File: config.mk
export PLATFORM = sky130hd
export DESIGN_NAME = fft_bitrev_loader
export DESIGN_NICKNAME = d
export VERILOG_FILES = /design/src/rtl/fft_bitrev_loader.sv
export SDC_FILE = /design/constraint.sdc
export NUM_CORES = 1
export LEC_CHECK = 0
export BUFFER_PORTS_ARGS = -buffer_cell sky130_fd_sc_hd__buf_2
export CORE_MARGIN = 5
export CORE_UTILIZATION = 50
export CTS_BUF_LIST = sky130_fd_sc_hd__clkbuf_4 sky130_fd_sc_hd__clkbuf_8
export DETAILED_ROUTE_END_ITERATION = 8
export PLACE_DENSITY = 0.7
export SLEW_MARGIN = 25
export SYNTH_ARGS = -nofsm -noshare
export SYNTH_HDL_FRONTEND = slang
export SYNTH_SLANG_ARGS = --single-unit
File: constraint.sdc
create_clock -name clk -period 3.2 [get_ports clk]
set_input_delay 0.48 -clock clk [delete_from_list [all_inputs] [get_ports clk]]
set_output_delay 0.48 -clock clk [all_outputs]
set_load 0.1 [all_outputs]
File: src/rtl/fft_bitrev_loader.sv
// fft_bitrev_loader
// Input stage of a radix-2 DIT FFT. It collects N complex samples that arrive
// serially in natural order, then issues the stage-0 butterfly pairs in
// bit-reversed order, one pair per cycle, using a valid/ready handshake.
// The stage-0 twiddle is always W^0, so the twiddle outputs are constant.
module fft_bitrev_loader #(
    parameter int DATA_WIDTH = 8,
    parameter int EXPAND     = 6,
    parameter int LOG2N      = 3
) (
    input  logic                         clk,
    input  logic                         rst_n,
    input  logic                         in_valid,
    output logic                         in_ready,
    input  logic signed [DATA_WIDTH-1:0] in_real,
    input  logic signed [DATA_WIDTH-1:0] in_imag,
    input  logic                         out_ready,
    output logic                         en,
    output logic signed [DATA_WIDTH-1:0] in1_real,
    output logic signed [DATA_WIDTH-1:0] in1_imag,
    output logic signed [DATA_WIDTH-1:0] in2_real,
    output logic signed [DATA_WIDTH-1:0] in2_imag,
    output logic signed [EXPAND+1:0]     ro_real,
    output logic signed [EXPAND+1:0]     ro_imag,
    output logic                         frame_last
);

    localparam int N = 1 << LOG2N;

    // Counter limits expressed at counter width so comparisons stay width-clean.
    localparam logic [LOG2N-1:0] LAST_WR   = '1;
    localparam logic [LOG2N-1:0] NPAIR     = LOG2N'(N / 2);
    localparam logic [LOG2N-1:0] LAST_PAIR = LOG2N'(N / 2 - 1);
    localparam logic [LOG2N-1:0] CNT_ONE   = LOG2N'(1);

    // Twiddle W^0 = (1<<EXPAND, 0) in the Butterfly's fixed-point scale.
    localparam logic signed [EXPAND+1:0] RO_ONE = {2'b01, {EXPAND{1'b0}}};

    typedef enum logic {
        LOAD  = 1'b0,
        ISSUE = 1'b1
    } state_t;

    state_t                        r_state;
    state_t                        w_state_next;

    logic [LOG2N-1:0]              r_wr_cnt;
    logic [LOG2N-1:0]              r_rd_cnt;
    logic [2*DATA_WIDTH-1:0]       r_mem [N];

    logic                          r_en;
    logic                          r_frame_last;
    logic signed [DATA_WIDTH-1:0]  r_in1_real;
    logic signed [DATA_WIDTH-1:0]  r_in1_imag;
    logic signed [DATA_WIDTH-1:0]  r_in2_real;
    logic signed [DATA_WIDTH-1:0]  r_in2_imag;

    logic                          w_accept;
    logic                          w_xfer;
    logic                          w_last_xfer;
    logic                          w_load_pair;
    logic [LOG2N-1:0]              w_addr_a;
    logic [LOG2N-1:0]              w_addr_b;
    logic [2*DATA_WIDTH-1:0]       w_rd_a;
    logic [2*DATA_WIDTH-1:0]       w_rd_b;

    // Reverse the bit order of a buffer index.
    function automatic logic [LOG2N-1:0] bitrev(input logic [LOG2N-1:0] a);
        logic [LOG2N-1:0] r;
        r = '0;
        for (int i = 0; i < LOG2N; i++) begin
            r[i] = a[LOG2N-1-i];
        end
        return r;
    endfunction

    // Pair k reads buffer entries bitrev(2k) and bitrev(2k+1).
    assign w_addr_a = bitrev({r_rd_cnt[LOG2N-2:0], 1'b0});
    assign w_addr_b = bitrev({r_rd_cnt[LOG2N-2:0], 1'b1});
    assign w_rd_a   = r_mem[w_addr_a];
    assign w_rd_b   = r_mem[w_addr_b];

    // State register.
    always_ff @(posedge clk or negedge rst_n) begin
        // NOTE: sequential state uses non-blocking assignments so every register
        // samples pre-edge values regardless of block ordering.
        if (!rst_n) begin
            r_state <= LOAD;
        end else begin
            r_state <= w_state_next;
        end
    end

    // Next-state and handshake strobes.
    always_comb begin
        // NOTE: every output of this block gets a default first, so no path
        // leaves a signal unassigned and no latch is inferred.
        w_state_next = r_state;
        w_accept     = 1'b0;
        w_load_pair  = 1'b0;
        w_xfer       = r_en && out_ready;
        w_last_xfer  = r_en && out_ready && r_frame_last;
        case (r_state)
            LOAD: begin
                w_accept = in_valid;
                if (in_valid && (r_wr_cnt == LAST_WR)) begin
                    w_state_next = ISSUE;
                end
            end
            ISSUE: begin
                w_load_pair = (!r_en || out_ready) && (r_rd_cnt < NPAIR);
                if (w_last_xfer) begin
                    w_state_next = LOAD;
                end
            end
            default: w_state_next = LOAD;
        endcase
    end

    // Sample buffer write port.
    always_ff @(posedge clk) begin
        // NOTE: the buffer has no reset; its contents are fully rewritten before
        // any entry is read, and leaving it unreset lets it map to RAM.
        if (w_accept) begin
            r_mem[r_wr_cnt] <= {in_real, in_imag};
        end
    end

    // Counters and the registered butterfly-input bus.
    always_ff @(posedge clk or negedge rst_n) begin
        if (!rst_n) begin
            r_wr_cnt     <= '0;
            r_rd_cnt     <= '0;
            r_en         <= 1'b0;
            r_frame_last <= 1'b0;
            r_in1_real   <= '0;
            r_in1_imag   <= '0;
            r_in2_real   <= '0;
            r_in2_imag   <= '0;
        end else begin
            if (w_accept) begin
                r_wr_cnt <= r_wr_cnt + CNT_ONE;
            end

            if (w_load_pair) begin
                r_in1_real   <= w_rd_a[2*DATA_WIDTH-1:DATA_WIDTH];
                r_in1_imag   <= w_rd_a[DATA_WIDTH-1:0];
                r_in2_real   <= w_rd_b[2*DATA_WIDTH-1:DATA_WIDTH];
                r_in2_imag   <= w_rd_b[DATA_WIDTH-1:0];
                r_en         <= 1'b1;
                r_frame_last <= (r_rd_cnt == LAST_PAIR);
                r_rd_cnt     <= r_rd_cnt + CNT_ONE;
            end else if (w_xfer) begin
                r_en         <= 1'b0;
                r_frame_last <= 1'b0;
            end

            // The final pair has gone downstream: rearm the read side.
            if (w_last_xfer) begin
                r_rd_cnt <= '0;
            end
        end
    end

    assign in_ready   = (r_state == LOAD);
    assign en         = r_en;
    assign frame_last = r_frame_last;
    assign in1_real   = r_in1_real;
    assign in1_imag   = r_in1_imag;
    assign in2_real   = r_in2_real;
    assign in2_imag   = r_in2_imag;
    assign ro_real    = RO_ONE;
    assign ro_imag    = '0;

endmodule

# Word level (Yosys, flattened, before mapping)
# Memory sizes are Yosys's and may differ from the RTL's. A register that Yosys moved wholly into a read port is not among the register bits.
# Index checks and enable logic that the tools add are counted.
[classes] addsub=2 n_eq_ne=2 n_reduce_logical=10 mux=12 bitwise=1 magnitude_cmp=1
[op_table] op="2-to-1 mux 1 bit" n=9
[op_table] op="adder 3 x 1 -> 3 bit (second input constant)" n=2
[op_table] op="2-to-1 mux 3 bit" n=2
[op_table] op="logical AND 1 bit" n=4
[op_table] op="nonzero test 2 bit" n=2
[op_table] op="== test 3 x 2 -> 1 bit (second input constant)" n=1
[op_table] op="== test 3 bit (second input constant)" n=1
[op_table] op="zero test 1 bit" n=3
[op_table] op="< comparator 3 bit (second input constant)" n=1
[op_table] op="one-hot mux 1 bit (2 select lines)" n=1
[op_table] op="logical OR 1 bit" n=1
[op_table] op="inverter 1 bit" n=1
[word_totals] register_bits=9 mem_bits_rw=128 n_memories=1 out_inout_bits=51 inputBits=20
[mem_list] name="r_mem" words=8 word_bits=16 read_ports=2 rd_ports_with_merged_regs=2 write_ports=1 line="49" text="logic [2*DATA_WIDTH-1:0] r_mem [N];"

# Logic depth before layout (Yosys ltp)
[logic_depth] depth_word=6 mapped_depth=4 ltp_nobuf=4

# Worst setup path after synthesis
# OpenSTA, ideal clock, no wires.
[synth_timing] path_type="reg2reg" start="register r_state" end="memory r_mem[5][0] (netlist name), enable pin" setup_slack_ns=0.271 stages_incl_launch_ff=4 n_path_buf=0 synth_period_minus_slack_ns=2.929 setup_time_ns=0.409 t_arrival_ns=2.520 path_cell_list="dfrtp_1 > inv_1 > nand2_1 > nor3_1"
[synth_between] elab_chain_len=3
[synth_rtl] element="start, declared" line="44" text="state_t r_state;"
[synth_rtl] element="start signal, assigned" line="90" text="r_state <= w_state_next;"
[synth_rtl] element="2-to-1 mux 1 bit" line="103" text="case (r_state)"
[synth_rtl] element="2-to-1 mux 1 bit" line="124" text="if (w_accept) begin"
[synth_rtl] element="2-to-1 mux 1 bit (not written as such)" line="125" text="r_mem[r_wr_cnt] <= {in_real, in_imag};"
[synth_rtl] element="end, declared" line="49"
# No other way between the ends.

# Worst setup path in the final report
[layout_timing] start="register r_rd_cnt[0]" end="register r_in2_real[4], in the netlist in2_real[4] (read register of r_mem)"
[layout_between] elab_chain_len=3
[layout_rtl] element="start, declared" line="48" text="logic [LOG2N-1:0] r_rd_cnt;"
[layout_rtl] element="start signal, assigned" line="152" text="r_rd_cnt <= r_rd_cnt + CNT_ONE;"
[layout_rtl] element="< comparator 3 bit" line="111" text="w_load_pair = (!r_en || out_ready) && (r_rd_cnt < NPAIR);"
[layout_rtl] element="logical AND 1 bit" line="111"
[layout_rtl] element="2-to-1 mux 1 bit" line="103"
[layout_rtl] element="end, declared" line="55" text="logic signed [DATA_WIDTH-1:0] r_in2_real;"
# Several ways; a longest one is shown, not always the timed one.
# A chain may end at the register's enable or synchronous reset.

==> results.sh <==
export IMPL_main_combinational_cell_family_by_area_after_synthesis="multiplexers"
export IMPL_synth_yosys_seq_area_share_pct=73.7
export IMPL_post_synth_and_or_nand_nor_area_fraction_pct=2.03
export IMPL_portBuffers=54
export IMPL_io_pin_count=71
export IMPL_area_taken_by_multi_input_logic_gates_sq_mm=0.00157
export IMPL_htree_num_levels=4
export IMPL_worst_r2r_startpoint="r_rd_cnt[0]"
export IMPL_compound_gate_fraction_of_synth_area_pct=0.758
export IMPL_hold_violations=0
export IMPL_synth_fa_ha_area_share_pct=0.758
export IMPL_drtIter0Drc=192
export IMPL_detail_route_wirelength_mm=11.1
export IMPL_root_buffer="sky130_fd_sc_hd__clkbuf_8"
export IMPL_clock_sinks=169
export IMPL_critical_path_endpoint_category="flip-flop"
export IMPL_place_congestion=0.780
export IMPL_grt_setup_unrepaired="no"
export IMPL_clk_pin_slew_ps=90
export IMPL_synth_area_per_inst_sq_um=21.7
export IMPL_worst_hold_slack_ps=21.2
export IMPL_result_of_the_run="finished clean"
export IMPL_synth_edf_count=128
export IMPL_cts_buffers_inserted=17
export IMPL_finalClockSkew_ps=10.1
export IMPL_yosys_register_bits=169
export IMPL_post_synthesis_instance_area_sq_mm=0.00660
export IMPL_utilization_after_layout_pct=57.1
export IMPL_fin_nets=400
export IMPL_number_of_diodes_added_for_antenna_fixing=0
export IMPL_synth_flop_cell="sky130_fd_sc_hd__edfxtp_1"
export IMPL_setup_worst_path_class="reg2reg"
export IMPL_cp_max_fo=22
export IMPL_maxClockFrequency_mhz=471
export IMPL_synth_top_area_cells="sky130_fd_sc_hd__edfxtp_1 (58%), sky130_fd_sc_hd__dfrtp_1 (16%), sky130_fd_sc_hd__mux4_2 (9.9%)"
export IMPL_post_synth_inst_count=305
export IMPL_die_area_sq_mm=0.0156
export IMPL_dpl_hpwl_mm=6.95
export IMPL_measured_slew_at_the_worst_slew_check_pin_ps=992
export IMPL_fillCellCount=954
export IMPL_setup_worst_path_start_class="flip-flop"
export IMPL_critical_path_at_ps=2460
export IMPL_timing_max_slew_rel_slack_pct=33.8
export IMPL_dpl_worst_slack_ps=909
export IMPL_initial_core_util_pct=50.5
export IMPL_final_max_slew_violation_count=0
export IMPL_worstHoldPathType="in2async"
export IMPL_antenna_left=0
export IMPL_grt_pass1_wl_mm=17.8
export IMPL_wire_per_inst_um=19.6
export IMPL_floorplan_die_width_um=125
export IMPL_final_period_utilization_pct=66.3
export IMPL_drcViolationCount=0
export IMPL_finalSetupViolations=0
export IMPL_r2r_cells=3
export IMPL_grt_pass1_vias=3135
export IMPL_grt_util_all_layers_pct=15.3
export IMPL_die_height_um=125
export IMPL_cts_resized=0
export IMPL_fraction_of_registers_with_async_set_or_reset_after_synthesis_pct=24.3
export IMPL_portion_of_synthesized_cell_area_occupied_by_the_leading_cell_type_pct=58.2
export IMPL_post_synth_most_frequent_cells="sky130_fd_sc_hd__edfxtp_1 (128), sky130_fd_sc_hd__dfrtp_1 (41), sky130_fd_sc_hd__mux2_4 (29), sky130_fd_sc_hd__mux4_2 (29), sky130_fd_sc_hd__buf_4 (16)"
export IMPL_grt_max_degree=42
export IMPL_yosys_warnings=0
export IMPL_regToRegEndpoint="in2_real[4]"
export IMPL_synth_xor_area_share_pct=0.133
export IMPL_multiplexer_fraction_of_the_synthesized_cell_area_pct=18.7
export IMPL_antenna_found_initial=1
export IMPL_first_pass_iters=4
export IMPL_cts_tree="done"
export IMPL_cts_max_path_buffers=2
export IMPL_cts_post_setup_buffers_inserted=0
export IMPL_final_min_clock_period_ps=2120
export IMPL_synthDistinctLibCells=32
export IMPL_synth_area_leader_cell="sky130_fd_sc_hd__edfxtp_1"
export IMPL_postCtsHoldBufs=0
export IMPL_most_common_cell_in_the_synthesized_netlist="sky130_fd_sc_hd__edfxtp_1"
export IMPL_design_core_area_sq_mm=0.0131
export IMPL_avgViaCountPerCell=5.24
export IMPL_drive_above_1_share_pct=44.2
export IMPL_insertion_delay_ps=450
export IMPL_gr_total_overflow=0
export IMPL_layout_area_seq_sq_mm=0.00487
export IMPL_routed_via_count=2961
export IMPL_flop2flop_setup_slack_ps=1080
export IMPL_drv_max_cap_violation_count=0
export IMPL_final_setup_tns_ps=0
export IMPL_placement_rows=42
export IMPL_critPathRequiredTime_ps=3530
export IMPL_finalWorstSetupSlack_ps=1080
export IMPL_areaGrowthSynthToFinish_pct=13.1
-- registers in the layout, indices dropped and copies added (netlist names) --
signal,count
r_rd_cnt,3
in1_imag,8
in2_imag,8
in1_real,8
frame_last,1
r_wr_cnt,3
en,1
r_mem,128
r_state,1
in2_real,8
-- area by class of cell --
| type | instances | share of cell area, % |
|---|---|---|
| clock inverter | 14 | 2.48 |
| sequential | 169 | 65.2 |
| inverter | 2 | 0.100 |
| multi-input combinational | 121 | 21.0 |
| timing repair buffer | 65 | 4.92 |
| tap | 176 | 2.95 |
| clock buffer | 18 | 3.32 |
-- metal layers --
layer	up-vias	track usage [%]	part of all wire, %
met5	-	0	0.081
met4	2	4.59	1.2
met3	10	5.57	5.5
met2	82	23.4	49
met1	1537	20.9	44
li1	1330	-	-
-- worst max path at each step --
| stage | from | slack [ps] | to |
|---|---|---|---|
| 2_1_floorplan | r_state | 270 | r_mem[5][0] |
| 3_3_place_gp | in_valid | 960 | r_mem[4][5] |
| 3_5_place_dp | in_valid | 910 | r_mem[4][4] |
| 4_1_cts | r_wr_cnt[1] | 1030 | r_mem[4][3] |
| 5_1_grt | r_rd_cnt[0] | 980 | in2_real[3] |
| 6_report | r_rd_cnt[0] | 1080 | in2_real[4] |
-- critical path: stages, from the launching register on --
cell and delay, ps:
sky130_fd_sc_hd__dfrtp_1 1000, sky130_fd_sc_hd__buf_4 380, sky130_fd_sc_hd__mux4_2 350, sky130_fd_sc_hd__mux2_4 270
-- cells in the final DEF (no fill, tap or decap), drive strengths merged --
master / n
xor2: 1
ha: 4
clkinv: 2
a21boi: 2
nand3: 1
a21oi: 2
nor4: 1
inv: 8
clkinvlp: 3
or3b: 1
and2b: 1
bufinv: 3
o21ai: 5
nand3b: 1
nor3: 4
edfxtp: 128
nand2: 5
mux4: 32
or3: 1
buf: 65
clkbuf: 18
mux2: 35
conb: 16
and3: 1
nand2b: 2
nor2: 4
dfrtp: 41
nor2b: 1
nand4: 1
-- through the flow --
step,instance area (sq um),instances
after global routing,7470,565
after CTS,7470,565
after global placement,7040,533
after floorplan,6660,319
after detailed placement,7040,533
final,7470,565
-- logic make-up (layout without fill, tap and decap cells) --
logic type,after synthesis,after routing
XOR/XNOR,1,1
flip-flops,169,169
adder cells (fa/ha/maj),4,4
buffers and inverters,29,99
AND/OR/NAND/NOR,24,24
multiplexers,67,67
other,2,16
AO/OA/AOI/OAI,9,9
Power is not shown: default switching activity piles up to over one toggle a cycle in this logic, so the estimate is an artifact.
